===== src/rtl/dtb_daq_merge.sv =====
// dtb_daq_merge: NCH per-channel FIFOs merged round-robin onto one registered DAQ write stream.
// Define DAQ_MERGE_TAG_EN to insert a channel-tag header word whenever the source channel changes.
module dtb_daq_merge #(
    parameter int NCH   = 4,
    parameter int WIDTH = 16,
    parameter int DEPTH = 8
) (
    input  logic                 clk_daq,
    input  logic                 reset_n,
    input  logic                 run,
    input  logic [NCH-1:0]       in_write,
    input  logic [NCH*WIDTH-1:0] in_data,
    input  logic                 out_full,
    output logic                 out_write,
    output logic [WIDTH-1:0]     out_data,
    output logic [NCH-1:0]       ovf,
    output logic [15:0]          drop_count
);
    localparam int AW = $clog2(DEPTH);
    localparam int CW = (NCH > 1) ? $clog2(NCH) : 1;
    localparam logic [AW:0] CNT_FULL = (AW+1)'(DEPTH);

    logic [WIDTH-1:0] fifo_mem [NCH][DEPTH];
    logic [AW:0]      cnt_q [NCH];
    logic [AW:0]      cnt_d [NCH];
    logic [AW-1:0]    wp_q  [NCH];
    logic [AW-1:0]    wp_d  [NCH];
    logic [AW-1:0]    rp_q  [NCH];
    logic [AW-1:0]    rp_d  [NCH];
    logic [CW-1:0]    last_q, last_d;
    logic             run_d_q, run_d_d;
    logic             out_write_q, out_write_d;
    logic [WIDTH-1:0] out_data_q, out_data_d;
    logic [NCH-1:0]   ovf_q, ovf_d;
    logic [15:0]      drop_q, drop_d;
    logic [16:0]      drop_sum;
    logic [NCH-1:0]   pop, push_acc;
    logic             gnt_found;
    logic [CW-1:0]    gnt_idx;
    logic             run_rise;

`ifdef DAQ_MERGE_TAG_EN
    typedef enum logic {ST_DATA, ST_TAG} state_t;
    state_t           state_q, state_d;
    logic [CW-1:0]    emit_q, emit_d;
    logic             first_q, first_d;
    logic [WIDTH-1:0] tag_word;
`endif

    assign run_rise = run & ~run_d_q;
    assign run_d_d  = run;

    always_comb begin
        gnt_found = 1'b0;
        gnt_idx   = '0;
        for (int i = 1; i <= NCH; i++) begin
            if (!gnt_found && cnt_q[(int'(last_q) + i) % NCH] != '0) begin
                gnt_found = 1'b1;
                gnt_idx   = CW'((int'(last_q) + i) % NCH);
            end
        end
    end

    always_comb begin
        pop         = '0;
        last_d      = last_q;
        out_write_d = 1'b0;
        out_data_d  = out_data_q;
`ifdef DAQ_MERGE_TAG_EN
        state_d  = state_q;
        emit_d   = emit_q;
        first_d  = first_q | run_rise;
        tag_word = '0;
        tag_word[WIDTH-1 -: 4] = 4'hF;
        tag_word[3:0] = 4'(gnt_idx);
        case (state_q)
            ST_DATA: begin
                if (!out_full && gnt_found) begin
                    last_d      = gnt_idx;
                    out_write_d = 1'b1;
                    // a channel switch costs one header cycle; the pop follows in TAG
                    if (first_d || gnt_idx != emit_q) begin
                        out_data_d = tag_word;
                        emit_d     = gnt_idx;
                        first_d    = 1'b0;
                        state_d    = ST_TAG;
                    end else begin
                        pop[gnt_idx] = 1'b1;
                        out_data_d   = fifo_mem[gnt_idx][rp_q[gnt_idx]];
                    end
                end
            end
            ST_TAG: begin
                if (!out_full) begin
                    pop[emit_q] = 1'b1;
                    out_write_d = 1'b1;
                    out_data_d  = fifo_mem[emit_q][rp_q[emit_q]];
                    state_d     = ST_DATA;
                end
            end
            default: state_d = ST_DATA;
        endcase
`else
        if (!out_full && gnt_found) begin
            pop[gnt_idx] = 1'b1;
            last_d       = gnt_idx;
            out_write_d  = 1'b1;
            out_data_d   = fifo_mem[gnt_idx][rp_q[gnt_idx]];
        end
`endif
    end

    always_comb begin
        push_acc = '0;
        ovf_d    = run_rise ? '0 : ovf_q;
        drop_sum = {1'b0, (run_rise ? 16'h0000 : drop_q)};
        for (int k = 0; k < NCH; k++) begin
            // a full channel still accepts when it is popped in the same cycle
            push_acc[k] = run && in_write[k] && ((cnt_q[k] != CNT_FULL) || pop[k]);
            cnt_d[k]    = cnt_q[k] + (AW+1)'(push_acc[k]) - (AW+1)'(pop[k]);
            wp_d[k]     = wp_q[k] + AW'(push_acc[k]);
            rp_d[k]     = rp_q[k] + AW'(pop[k]);
            if (run && in_write[k] && !push_acc[k]) begin
                ovf_d[k] = 1'b1;
                drop_sum = drop_sum + 17'd1;
            end
        end
        drop_d = drop_sum[16] ? 16'hFFFF : drop_sum[15:0];
    end

    always_ff @(posedge clk_daq or negedge reset_n) begin
        if (!reset_n) begin
            for (int k = 0; k < NCH; k++) begin
                cnt_q[k] <= '0;
                wp_q[k]  <= '0;
                rp_q[k]  <= '0;
            end
            last_q      <= CW'(NCH-1);
            run_d_q     <= 1'b0;
            out_write_q <= 1'b0;
            out_data_q  <= '0;
            ovf_q       <= '0;
            drop_q      <= '0;
        end else begin
            cnt_q       <= cnt_d;
            wp_q        <= wp_d;
            rp_q        <= rp_d;
            last_q      <= last_d;
            run_d_q     <= run_d_d;
            out_write_q <= out_write_d;
            out_data_q  <= out_data_d;
            ovf_q       <= ovf_d;
            drop_q      <= drop_d;
        end
    end

`ifdef DAQ_MERGE_TAG_EN
    always_ff @(posedge clk_daq or negedge reset_n) begin
        if (!reset_n) begin
            state_q <= ST_DATA;
            emit_q  <= '0;
            first_q <= 1'b1;
        end else begin
            state_q <= state_d;
            emit_q  <= emit_d;
            first_q <= first_d;
        end
    end
`endif

    always_ff @(posedge clk_daq) begin
        for (int k = 0; k < NCH; k++) begin
            if (push_acc[k]) fifo_mem[k][wp_q[k]] <= in_data[k*WIDTH +: WIDTH];
        end
    end

    assign out_write  = out_write_q;
    assign out_data   = out_data_q;
    assign ovf        = ovf_q;
    assign drop_count = drop_q;
endmodule


===== config.mk =====
export PLATFORM = sky130hd
export DESIGN_NAME = dtb_daq_merge
export DESIGN_NICKNAME = d
export VERILOG_FILES = /design/src/rtl/dtb_daq_merge.sv
export SDC_FILE = /design/constraint.sdc
export NUM_CORES = 1
export LEC_CHECK = 0
export ABC_AREA = 1
export CAP_MARGIN = 10
export CORE_UTILIZATION = 60
export CTS_CLUSTER_SIZE = 40
export DETAILED_ROUTE_END_ITERATION = 10
export GPL_TIMING_DRIVEN = 0
export PLACE_DENSITY = 0.84
export SYNTH_ARGS = -nofsm -noshare
export SYNTH_HDL_FRONTEND = slang
export SYNTH_SLANG_ARGS = --single-unit

===== constraint.sdc =====
create_clock -name clk_daq -period 11.9 [get_ports clk_daq]
set_clock_uncertainty 0.2 [all_clocks]
set_input_delay 1.19 -clock clk_daq [delete_from_list [all_inputs] [get_ports clk_daq]]
set_output_delay 1.19 -clock clk_daq [all_outputs]
set_load 0.02 [all_outputs]

==> metrics.txt <==
# TYPE chip_impl_metric gauge
chip_impl_metric{name="number_of_iterations_in_the_first_detailed_routing_pass",unit=""} 11
chip_impl_metric{name="netlist_area",unit="sq um"} 26350
chip_impl_metric{name="vias_after_detailed_routing",unit=""} 21090
chip_impl_info{name="ys_top_cells_by_area",value="sky130_fd_sc_hd__edfxtp_1 58%, sky130_fd_sc_hd__dfrtp_1 7.4%, sky130_fd_sc_hd__o21ai_0 5.7%"} 1
chip_impl_metric{name="maxSlewViolCount",unit=""} 0
chip_impl_metric{name="cts.path.max_buffers",unit=""} 3
chip_impl_metric{name="synth_simple_gate_area_share",unit="%"} 14.77
chip_impl_metric{name="number_of_nets_with_antenna_violations_after_routing",unit=""} 0
chip_impl_metric{name="yosys.area_share.adder",unit="%"} 2.203
chip_impl_metric{name="slew_headroom",unit="%"} 22.15
chip_impl_metric{name="timing.final.crit_period",unit="ns"} 5.557
chip_impl_info{name="critPathMostFrequentCell",value="sky130_fd_sc_hd__nand2_1"} 1
chip_impl_metric{name="pin_count_of_the_biggest_net_entering_global_routing",unit=""} 62
chip_impl_metric{name="antenna_found_initial",unit=""} 2
chip_impl_metric{name="globalRouteTotalUtil",unit="%"} 40.53
chip_impl_metric{name="critPathMaxStageDelay",unit="ns"} 0.61
chip_impl_metric{name="first_global_vias",unit=""} 20500
chip_impl_metric{name="htree_levels",unit=""} 2
chip_impl_metric{name="worst-endpoint-required",unit="ns"} 12.19
chip_impl_info{name="synth_area_leader_cell",value="sky130_fd_sc_hd__edfxtp_1"} 1
chip_impl_info{name="regToRegStartpoint",value="last_q[0]"} 1
chip_impl_metric{name="critPathBufInv",unit=""} 4
chip_impl_metric{name="flow.area_growth_from_synthesis",unit="%"} 16.32
chip_impl_metric{name="grt_pass1_wl",unit="microns"} 127700
chip_impl_metric{name="grt.overflow.total",unit=""} 0
chip_impl_metric{name="cts_post_setup_buffers_inserted",unit=""} 0
chip_impl_metric{name="drcViolationCount",unit=""} 1
chip_impl_info{name="path_class",value="input pin to flop"} 1
chip_impl_info{name="grt_setup_unrepaired",value="no"} 1
chip_impl_info{name="synth_top_flop_cell",value="sky130_fd_sc_hd__edfxtp_1"} 1
chip_impl_metric{name="sequential_to_total_area_share_from_yosys_stat",unit="%"} 65.96
chip_impl_metric{name="crit_path_max_fanout",unit=""} 10
chip_impl_metric{name="synthDominantCellAreaShare",unit="%"} 58.35
chip_impl_metric{name="syn_avg_cell_area",unit="sq um"} 11.11
chip_impl_metric{name="routedWlPerCell",unit="microns"} 27.97
chip_impl_metric{name="synthXorXnorAreaFrac",unit="%"} 1.263
chip_impl_metric{name="fin_nets",unit=""} 2688
chip_impl_metric{name="synth_fp_nets",unit=""} 2488
chip_impl_metric{name="placement.cell_area",unit="sq um"} 28740
chip_impl_metric{name="cp_data_arrival_time",unit="ns"} 5.85
chip_impl_info{name="run_status",value="complete, but fails checks"} 1
chip_impl_metric{name="drtIter0Drc",unit=""} 3344
chip_impl_metric{name="place_hpwl",unit="microns"} 61600
chip_impl_info{name="setup_crit_end_kind",value="flop"} 1
chip_impl_metric{name="io_pins",unit=""} 109
chip_impl_metric{name="cts_resized",unit=""} 0
chip_impl_metric{name="final_util",unit="%"} 70.99
chip_impl_info{name="crit-reg2reg-capture",value="out_data[4]"} 1
chip_impl_info{name="holdCritPathClass",value="flop to flop"} 1
chip_impl_metric{name="finalWirelength",unit="microns"} 89650
chip_impl_metric{name="final-hold-violation-count",unit=""} 0
chip_impl_metric{name="post_route_cells_drive_above_1_share",unit="%"} 10.01
chip_impl_metric{name="multiplexer_share_of_the_synthesized_area",unit="%"} 0
chip_impl_metric{name="portBuffers",unit=""} 108
chip_impl_metric{name="synthCells",unit=""} 2372
chip_impl_info{name="post_synth_most_frequent_cells",value="512 x sky130_fd_sc_hd__edfxtp_1, 381 x sky130_fd_sc_hd__nor2_1, 308 x sky130_fd_sc_hd__nand2_1"} 1
chip_impl_info{name="cts_root_buf",value="sky130_fd_sc_hd__clkbuf_16"} 1
chip_impl_metric{name="number_of_warning_messages_in_the_yosys_log",unit=""} 0
chip_impl_metric{name="post_drt_via_cell_ratio",unit=""} 6.581
chip_impl_metric{name="ctsHoldBuffers",unit=""} 0
chip_impl_metric{name="routabilityCongestion",unit=""} 1.075
chip_impl_metric{name="r2r_slack",unit="ns"} 6.42
chip_impl_metric{name="rr_worst_depth",unit=""} 21
chip_impl_metric{name="core_area",unit="sq um"} 43170
chip_impl_info{name="failed_checks",value="DRC"} 1
chip_impl_metric{name="cell_area_after_layout",unit="sq um"} 30650
chip_impl_metric{name="worst_skew_pair.late_latency",unit="ns"} 0.64
chip_impl_metric{name="worstMarginPinSlew",unit="ns"} 1.168
chip_impl_info{name="top_family_by_delay_on_critical_path",value="simple AND/OR/NAND/NOR gates"} 1
chip_impl_info{name="synth_top_family_by_area",value="simple AND/OR/NAND/NOR gates"} 1
chip_impl_metric{name="cts_inserted_buffers",unit=""} 57
chip_impl_metric{name="row_count",unit=""} 76
chip_impl_metric{name="die_area",unit="sq um"} 44760
chip_impl_metric{name="die_x",unit="microns"} 211.6
chip_impl_info{name="critPathSlowestCell",value="sky130_fd_sc_hd__nor2_1"} 1
chip_impl_metric{name="timing.max_cap.violations",unit=""} 0
chip_impl_info{name="tritoncts",value="yes"} 1
chip_impl_metric{name="synth_enable_flop_cells",unit=""} 512
chip_impl_metric{name="timing.final.crit_share",unit="%"} 46.69
chip_impl_metric{name="synth_seq_cells",unit=""} 592
chip_impl_metric{name="cts_sinks",unit=""} 592
chip_impl_metric{name="die_h",unit="microns"} 211.6
chip_impl_info{name="hold_path_startpoint",value="rp_q[5]"} 1
chip_impl_metric{name="hold_path_depth",unit=""} 1
chip_impl_metric{name="worst_setup_hold_path_clk_slew",unit="ns"} 0.06
chip_impl_info{name="worstHoldEndpoint",value="rp_q[5]"} 1
chip_impl_metric{name="setup_viol_count_final",unit=""} 0
chip_impl_info{name="yosys.cell_count.top_type",value="sky130_fd_sc_hd__edfxtp_1"} 1
chip_impl_metric{name="synth-async-reset-ratio",unit="%"} 13.51
chip_impl_metric{name="synth_cell_types",unit=""} 44
chip_impl_metric{name="start_util",unit="%"} 61.03
chip_impl_info{name="start_kind",value="input pin"} 1
chip_impl_metric{name="setup-tns-final",unit="ns"} 0
chip_impl_metric{name="synth-compound-area-share",unit="%"} 11.51
chip_impl_metric{name="max_freq",unit="MHz"} 180.0
-- layer usage --
layer / part of all wire [%] / vias to the layer above / global-route usage [%]
li1: - / 8828 / -
met1: 32 / 9813 / 48.23
met2: 43 / 1997 / 60.98
met3: 16 / 447 / 15.49
met4: 8.4 / 6 / 28.06
met5: 0.080 / - / 0.6674
-- through the flow --
step / worst slack (ns) / hold slack (ns) / std cells
final: 6.343 / 0.2642 / 3205
after global placement: 5.862 / 0.2508 / 3065
after CTS: 6.397 / 0.2622 / 3203
after global routing: 5.848 / 0.2884 / 3203
after floorplan: 7.237 / 0.2343 / 2372
after detailed placement: 5.769 / 0.2543 / 3098
-- registers in the layout, summed over array words and instances, names as in the netlist --
signal / cells
wp_q: 12
run_d_q: 1
cnt_q: 16
rp_q: 12
out_data: 16
out_write: 1
drop_count: 16
ovf: 4
fifo_mem: 512
last_q: 2
-- placed cells by master (no fill, tap or decap), types with 5 or more instances in the layout --
cell type                         count
sky130_fd_sc_hd__clkinv_2            10
sky130_fd_sc_hd__nor3_1               7
sky130_fd_sc_hd__ha_1                40
sky130_fd_sc_hd__clkinv_1             9
sky130_fd_sc_hd__nor2_1             349
sky130_fd_sc_hd__o22ai_1             98
sky130_fd_sc_hd__clkbuf_16           58
sky130_fd_sc_hd__buf_8               28
sky130_fd_sc_hd__buf_6                9
sky130_fd_sc_hd__xnor2_1              9
sky130_fd_sc_hd__o221ai_1            48
sky130_fd_sc_hd__inv_2               14
sky130_fd_sc_hd__nand2_2             40
sky130_fd_sc_hd__dfrtp_1             78
sky130_fd_sc_hd__nand2_1            308
sky130_fd_sc_hd__nand3_2              7
sky130_fd_sc_hd__nand4_1             35
sky130_fd_sc_hd__nor2_4              13
sky130_fd_sc_hd__o211ai_1            32
sky130_fd_sc_hd__xor2_1              29
sky130_fd_sc_hd__nor2_2              39
sky130_fd_sc_hd__edfxtp_1           512
sky130_fd_sc_hd__nand3_1             68
sky130_fd_sc_hd__clkbuf_8             5
sky130_fd_sc_hd__clkbuf_1           122
sky130_fd_sc_hd__bufinv_16            6
sky130_fd_sc_hd__clkdlybuf4s50_1    107
sky130_fd_sc_hd__inv_1              148
sky130_fd_sc_hd__or2_2                7
sky130_fd_sc_hd__o21ai_0            299
sky130_fd_sc_hd__a21oi_1             40
-- cell type report --
cell class	count	area, sq um
fill	2932	12520
timing repair buffer	141	1584
clock inverter	30	332.8
inverter	165	621.8
buffer	122	509.2
clock buffer	75	1565
multi-input combinational	1493	7918
antenna	2	5.005
tap	585	732.0
sequential	592	17380
-- cell families (layout without fill, tap and decap cells) --
group / count (synthesis) / in the layout
buffers and inverters: 287 / 533
adders and majority gates: 44 / 44
and+or+nand+nor: 887 / 887
DFF: 592 / 592
other: 0 / 2
xor gates and xnor gates: 38 / 38
AOI/OAI and AO/OA: 524 / 524
-- worst max-delay path by stage --
stage / from / slack (ns) / end / depth (start not counted)
2_1_floorplan: run / 7.24 / drop_count[5] / 26
6_report: run / 6.34 / drop_count[15] / 26
4_1_cts: run / 6.40 / drop_count[5] / 29
3_5_place_dp: run / 5.77 / drop_count[5] / 29
3_3_place_gp: run / 5.86 / drop_count[5] / 29
5_1_grt: run / 5.85 / drop_count[11] / 24
Power is left out: the tool's default activity adds up to more than one toggle a clock period on the data nets, which glitch-free logic cannot reach.
